--- config.mk ---
export PLATFORM = sky130hd
export DESIGN_NAME = fcmp_pipe
export DESIGN_NICKNAME = d
export VERILOG_FILES = /design/src/rtl/fcmp_pipe.sv
export SDC_FILE = /design/constraint.sdc
export NUM_CORES = 1
export LEC_CHECK = 0
export BUFFER_PORTS_ARGS = -buffer_cell sky130_fd_sc_hd__clkbuf_2
export CAP_MARGIN = 5
export CORE_MARGIN = 4
export CORE_UTILIZATION = 45
export CTS_CLUSTER_DIAMETER = 50
export DETAILED_ROUTE_END_ITERATION = 12
export GPL_ROUTABILITY_DRIVEN = 0
export GPL_TIMING_DRIVEN = 0
export PLACE_DENSITY = 0.71
export SYNTH_ARGS = -nofsm -noshare
export SYNTH_HDL_FRONTEND = slang
export SYNTH_SLANG_ARGS = --single-unit
--- constraint.sdc ---
create_clock -name clk -period 2.5 [get_ports clk]
set_input_delay 0.5 -clock clk [delete_from_list [all_inputs] [get_ports clk]]
set_output_delay 0.5 -clock clk [all_outputs]
set_load 0.02 [all_outputs]
--- src/rtl/fcmp_pipe.sv ---
// fcmp_pipe - two-stage pipelined IEEE-754 single-precision predicate/compare unit.
//
// Evaluates iszero/ispos/isneg on x and eq/lt/le on (x, y) using raw-bit
// sign-magnitude rules (no NaN or denormal special cases, no exception flags).
// A 1-bit result and the destination tag are returned two edges after accept.
//
// Ports:
//   clk        clock, rising edge
//   rstn       asynchronous reset, active HIGH despite the name
//   flush      synchronous flush, drops both pipeline stages
//   in_valid   operation offered           in_ready   unit can accept this cycle
//   in_op      0 iszero, 1 ispos, 2 isneg, 3 eq, 4 lt, 5 le, 6-7 illegal
//   in_x/in_y  operands (in_y unused by predicates)
//   in_tag     destination tag
//   out_valid  result held for consumer    out_ready  consumer accepts this cycle
//   out_y      result bit                  out_err    op was illegal
//   out_tag    tag of the result
module fcmp_pipe #(
  parameter int TAG_W = 6
) (
  input  logic             clk,
  input  logic             rstn,
  input  logic             flush,
  input  logic             in_valid,
  output logic             in_ready,
  input  logic [2:0]       in_op,
  input  logic [31:0]      in_x,
  input  logic [31:0]      in_y,
  input  logic [TAG_W-1:0] in_tag,
  output logic             out_valid,
  input  logic             out_ready,
  output logic             out_y,
  output logic             out_err,
  output logic [TAG_W-1:0] out_tag
);

  localparam logic [2:0] OP_ISZERO = 3'd0;
  localparam logic [2:0] OP_ISPOS  = 3'd1;
  localparam logic [2:0] OP_ISNEG  = 3'd2;
  localparam logic [2:0] OP_EQ     = 3'd3;
  localparam logic [2:0] OP_LT     = 3'd4;
  localparam logic [2:0] OP_LE     = 3'd5;

  // Stage 1 registers
  logic             s1_valid;
  logic [2:0]       s1_op;
  logic [31:0]      s1_x;
  logic [31:0]      s1_y;
  logic [TAG_W-1:0] s1_tag;

  logic s1_adv;
  logic s2_adv;

  // S2 may take a new value whenever it is empty or being drained; S1 may
  // take a new op whenever it is empty or can hand its op to S2.  Neither
  // term looks at in_valid, so there is no combinational in_valid->in_ready path.
  assign s2_adv   = ~out_valid | out_ready;
  assign s1_adv   = ~s1_valid | s2_adv;
  assign in_ready = s1_adv;

  always_ff @(posedge clk or posedge rstn) begin
    // NOTE: sequential state uses non-blocking assignments so every register
    // samples the pre-edge values of the others, regardless of statement order.
    if (rstn) begin
      s1_valid <= 1'b0;
      s1_op    <= '0;
      s1_x     <= '0;
      s1_y     <= '0;
      s1_tag   <= '0;
    end else if (flush) begin
      s1_valid <= 1'b0;
    end else if (s1_adv) begin
      s1_valid <= in_valid;
      if (in_valid) begin
        s1_op  <= in_op;
        s1_x   <= in_x;
        s1_y   <= in_y;
        s1_tag <= in_tag;
      end
    end
  end

  // Compare helpers on raw sign-magnitude bits
  logic both_zero;
  logic mag_lt;
  logic mag_gt;
  logic cmp_eq;
  logic cmp_lt;

  assign both_zero = (s1_x[30:0] == 31'd0) && (s1_y[30:0] == 31'd0);
  assign mag_lt    = s1_x[30:0] < s1_y[30:0];
  assign mag_gt    = s1_x[30:0] > s1_y[30:0];
  // +0 and -0 compare equal; everything else is plain bit equality.
  assign cmp_eq    = (s1_x == s1_y) || both_zero;

  always_comb begin
    // NOTE: every branch of a combinational block must assign the output;
    // assigning a default first guarantees no latch is inferred.
    cmp_lt = 1'b0;
    if (both_zero) begin
      cmp_lt = 1'b0;
    end else if (s1_x[31] != s1_y[31]) begin
      cmp_lt = s1_x[31];
    end else if (!s1_x[31]) begin
      cmp_lt = mag_lt;
    end else begin
      // Both negative: larger magnitude is the smaller number.
      cmp_lt = mag_gt;
    end
  end

  logic res_y;
  logic res_err;

  always_comb begin
    res_y   = 1'b0;
    res_err = 1'b0;
    case (s1_op)
      OP_ISZERO: res_y = (s1_x == 32'h0000_0000);
      OP_ISPOS:  res_y = ~s1_x[31];
      OP_ISNEG:  res_y = s1_x[31];
      OP_EQ:     res_y = cmp_eq;
      OP_LT:     res_y = cmp_lt;
      OP_LE:     res_y = cmp_lt | cmp_eq;
      default:   res_err = 1'b1;
    endcase
  end

  // Stage 2: result registers; held stable while the consumer stalls.
  always_ff @(posedge clk or posedge rstn) begin
    if (rstn) begin
      out_valid <= 1'b0;
      out_y     <= 1'b0;
      out_err   <= 1'b0;
      out_tag   <= '0;
    end else if (flush) begin
      out_valid <= 1'b0;
    end else if (s2_adv) begin
      out_valid <= s1_valid;
      if (s1_valid) begin
        out_y   <= res_y;
        out_err <= res_err;
        out_tag <= s1_tag;
      end
    end
  end

endmodule
==> results of run 1 <==
## worst register-to-register path, stage by stage, from the launching register on
cell and delay, ns:
dfrtp_1 0.42, ha_1 0.33, nand4_1 0.14, nor3_2 0.28, o31ai_1 0.14, o211ai_1 0.16, a2111oi_2 0.13, or3_1 0.38
a32o_1 0.26
## through the flow
stage	hold slack (ns)	setup slack, ns
finish	0.112	0.145
global route	0.127	0.0299
CTS	0.109	0.158
detailed placement	0.489	0.163
global placement	0.480	0.199
floorplan	0.474	0.491
## worst min-delay path by stage
stage	startpoint	end	slack, ns	cells past startpoint
after floorplan	s1_tag[0]	out_tag[0]	0.47	1
after global placement	s1_tag[2]	out_tag[2]	0.48	1
after detailed placement	rstn	out_valid	0.49	2
after CTS	rstn	s1_tag[4]	0.11	2
after global routing	rstn	s1_tag[4]	0.13	2
final	rstn	s1_tag[4]	0.11	2
## kinds of logic after synthesis
group | Yosys count | synth area share
AO/OA/AOI/OAI | 32 | 0.0513
XOR/XNOR | 1 | 0.00213
adder cells (fa/ha/maj) | 31 | 0.0942
buffers and inverters | 45 | 0.0434
flip-flops | 83 | 0.504
multiplexers | 79 | 0.216
AND/OR/NAND/NOR | 62 | 0.0887
## report_power, final
part,switching (mW),internal [mW]
registers,0.184,1.56
logic,0.393,0.426
clock network,0.465,0.484
total,1.04,2.47
## layout by cell type (no fill, tap or decap), drive strengths merged, types with 8 or more instances in the layout
master	count
clkbuf	98
dfrtp	83
mux2	79
inv	36
ha	31
nor4	15
a21oi	12
buf	10
nand2	9
nor2	9
nand4	8
## sequential cells by signal (all words and copies together), names as in the netlist, 3 cells and up
register / flops
s1_tag: 6
out_tag: 6
s1_x: 32
s1_y: 32
s1_op: 3
## final cells by class
type	count	area, um^2
clock inverter	5	52.6
fill	803	3880
tap	108	135
timing repair buffer	89	475
clock buffer	11	141
buffer	8	40.0
multi-input combinational	205	1860
inverter	37	143
sequential	83	2080
## metal layers
metal / global-route usage / vias up / wire, um
met4: 0.0655 / 0 / 139
met3: 0.0398 / 11 / 474
met1: 0.215 / 1420 / 3820
li1: - / 1396 / -
met5: 0 / - / 0
met2: 0.300 / 69 / 4440
==> impl_metrics.ini, run 1 <==
[worst_setup_path]
r2r_slack_ns = 0.15
cp_data_required_time_ns = 2.74
start_kind = flip-flop
critPathTopFamily = simple AND/OR/NAND/NOR gates
timing.rr.end = out_y
cpMaxStageDelayCell = dfrtp_1
crit_type = flip-flop to flip-flop
crit_path_start = s1_x[13]
r2r.worst_path.cells = 8
crit_buf_inv = 0
critPathMaxStageDelay_ns = 0.42
worst-path-stages = 8
crit_arrival_ns = 2.59
worstSetupEndpoint = out_y
critPathCaptureType = flip-flop
cp_cell_sequence = ha_1 -> nand4_1 -> nor3_2 -> o31ai_1 -> o211ai_1 -> a2111oi_2 -> or3_1 -> a32o_1
r2r-start = s1_x[13]
worstPathMaxFanout = 3

[power_and_ir_drop]
ir_drop_v = 0.000347
total_power_mw = 3.51
p_per_area_nw_per_um2 = 713
p_leak_nw = 2.37

[placed_design]
placed_area_um2 = 4730
dpl.hpwl_mm = 6.96
port_buffers = 87
dp_cells = 530

[timing]
rsz0062_at_grt = no
slew_headroom = 0.479
skew_ns = 0.00792
hold_viol = 0
maxSlewViolCount = 0
fin_crit_ns = 2.35
fin_tns_setup_ns = 0
worstMarginPinSlew_ns = 0.779
period_share = 0.942
fmax_ghz = 0.425
setup_viol = 0

[yosys]
syn_nets = 442
yosysMostFrequentCell = dfrtp_1
synth_ff_type = dfrtp_1
netlist_area_um2 = 4120
yosysTopAreaCell = dfrtp_1
netlist.area_leader.share = 0.504
async_reset_ff_frac = 1.00
yosysSeqAreaShare = 0.504
yosys-top-cells-count = dfrtp_1, mux2_2, inv_1, ha_1, nor4_1
syn_inst = 333
ys_top_cells_by_area = dfrtp_1, mux2_2, ha_1, inv_1, nor4_1
synth.distinct_cells = 32
yosysWarningCount = 0
synth-edff-count = 0
postSynthAreaPerCell_um2 = 12.4
ys_ff_latch = 83

[status]
status = completed

[route]
vias = 2896
wirelength_mm = 8.88
ant_nets = 0
wl_per_cell_um = 16.3
viasPerCell = 5.30
drc_errors = 0
drtIter0Drc = 92
drt_first_pass_iters = 4

[clocking]
clkLatencyLatePin_ns = 0.34
cts.hold.buffers_added = 0
clkTransAtPathRegs_ns = 0.08
cts_buffers = 9
post_cts_buffers = 0
cts_tree = yes
ctsResizeCount = 0
clock-root-buffer = clkbuf_8
cts_max_level = 3
clock_sinks = 83
clockBufferDepth = 2

[floorplan]
die_h_um = 104
die_w_um = 104
start_util = 0.468
core_area_um2 = 8810
row_count = 34
dieArea_um2 = 10700
pin_count = 88

[global_routing]
track_usage = 0.175
grt_pass1_vias = 3151
gr-total-overflow = 0
grt_first_pass_wirelength_mm = 15.1
grt_max_degree = 37
antenna_found_initial = 0

[finish]
drive_above_1_share = 0.452
fin_util = 0.560
stdcell_area_um2 = 4930
n_antenna_cell = 0
final_nets = 542
final_cells = 546
area_delta_synth_final_pct = 19.6

[flow_run]
maxCapViolCount = 0

[min_path]
hp-class = input port to async pin
Note: power is estimated with default switching activity, not from simulation.
==> run 2: changes to the inputs <==
Settings changed: CTS_BUF_LIST set to sky130_fd_sc_hd__clkbuf_8.
==> impl_metrics.ini, run 2 (synthesis gave the netlist of run 1 again) <==
[status]
status = completed

[route]
ant_nets = 0
highest_layer = met4
viasPerCell = 5.30
drc_errors = 0
vias = 2896
drtIter0Drc = 92
wl_met3_um = 474
drt_first_pass_iters = 4
wirelength_mm = 8.88
wl_met1_mm = 3.82
wl_per_cell_um = 16.3
dr_wl_met2_mm = 4.44

[timing]
rsz0062_at_grt = no
fmax_ghz = 0.425
worstMarginPinSlew_ns = 0.779
hold_viol = 0
slew_headroom = 0.479
skew_ns = 0.00792
maxSlewViolCount = 0
period_share = 0.942
setup_viol = 0
fin_tns_setup_ns = 0
fin_crit_ns = 2.35

[finish]
reg_top3 = s1_x (32), s1_y (32)
final_common_cell = clkbuf_2
final_nets = 542
final_cells = 546
fill_cells = 803
mostFrequentLayoutCells = clkbuf_2, dfrtp_1, mux2_2
stdcell_area_um2 = 4930
n_antenna_cell = 0
fin_util = 0.560
area_delta_synth_final_pct = 19.6
drive_above_1_share = 0.452

[placed_design]
placed_area_um2 = 4730
dp_cells = 530
dpl.hpwl_mm = 6.96
port_buffers = 87

[power_and_ir_drop]
power_frac_comb = 0.233
intPower_mw = 2.47
p_clk_frac = 0.270
sw_frac_of_total = 0.297
ir_drop_v = 0.000347
p_per_area_nw_per_um2 = 712
p_leak_nw = 2.37
seqPwrFrac = 0.497
switchingPower_mw = 1.04

[floorplan]
pin_count = 88
die_w_um = 104
row_count = 34
core_area_um2 = 8810
die_h_um = 104
dieArea_um2 = 10700
start_util = 0.468

[global_routing]
track_usage = 0.175
grt_max_degree = 37
gr-total-overflow = 0
antenna_found_initial = 0
grt_first_pass_wirelength_mm = 15.1
grt_pass1_vias = 3151

[clocking]
cts_tree = yes
clockBufferDepth = 2
clkLatencyLatePin_ns = 0.34
post_cts_buffers = 0
cts_buffers = 9
cts_max_level = 3
ctsResizeCount = 0
clock-root-buffer = clkbuf_8
clock_sinks = 83
clkTransAtPathRegs_ns = 0.08
cts.hold.buffers_added = 0

[worst_setup_path]
cp_data_required_time_ns = 2.74
critPathCaptureType = flip-flop
worstPathMaxFanout = 3
crit_arrival_ns = 2.59
start_kind = flip-flop
crit_type = flip-flop to flip-flop

[flow_run]
maxCapViolCount = 0

[min_path]
hp-class = input port to async pin
run 2: final cells by class:
type | count | area (um^2) | share of cell area
sequential | 83 | 2080 | 0.422
multi-input combinational | 205 | 1860 | 0.378
timing repair buffer | 89 | 475 | 0.0965
inverter | 37 | 143 | 0.0289
clock buffer | 10 | 138 | 0.0279
tap | 108 | 135 | 0.0274
clock inverter | 6 | 56.3 | 0.0114
buffer | 8 | 40.0 | 0.00813
run 2: final timing paths:
kind | startpoint | end | slack [ns] | cells past startpoint
worst max register to register | s1_x[13] | out_y | 0.15 | 8
max in group asynchronous | rstn | s1_x[4] | 1.66 | 4
worst max-delay path | s1_x[13] | out_y | 0.15 | 8
min in group clk | flush | s1_valid | 0.36 | 2
worst min register to register | s1_tag[2] | out_tag[2] | 0.51 | 1
worst min-delay path | rstn | s1_tag[4] | 0.11 | 2
run 2: metrics by stage:
step,setup WS [ns],hold WS [ns],power (mW)
global placement,0.199,0.480,2.53
floorplan,0.491,0.474,2.30
detailed placement,0.163,0.489,2.60
CTS,0.158,0.109,3.55
finish,0.145,0.112,3.51
global route,0.0304,0.126,3.75
run 2: power groups by stage:
stage	Sequential (mW)	Clock (mW)	Combinational, mW
2_1_floorplan	1.76	0	0.544
3_3_place_gp	1.76	0	0.772
3_5_place_dp	1.77	0	0.825
4_1_cts	1.75	0.974	0.830
5_1_grt	1.77	1.04	0.931
6_report	1.75	0.946	0.819
run 2: metal layers:
metal  vias to the layer above  global-route usage
met3                        11              0.0398
met4                         0              0.0655
met5                         -                   0
li1                       1396                   -
met1                      1420               0.215
met2                        69               0.300
run 2: worst max-delay path: stages (launching register included):
cell       delay, ns
dfrtp_1         0.42
ha_1            0.33
nand4_1         0.14
nor3_2          0.28
o31ai_1         0.14
o211ai_1        0.16
a2111oi_2       0.13
or3_1           0.38
a32o_1          0.26
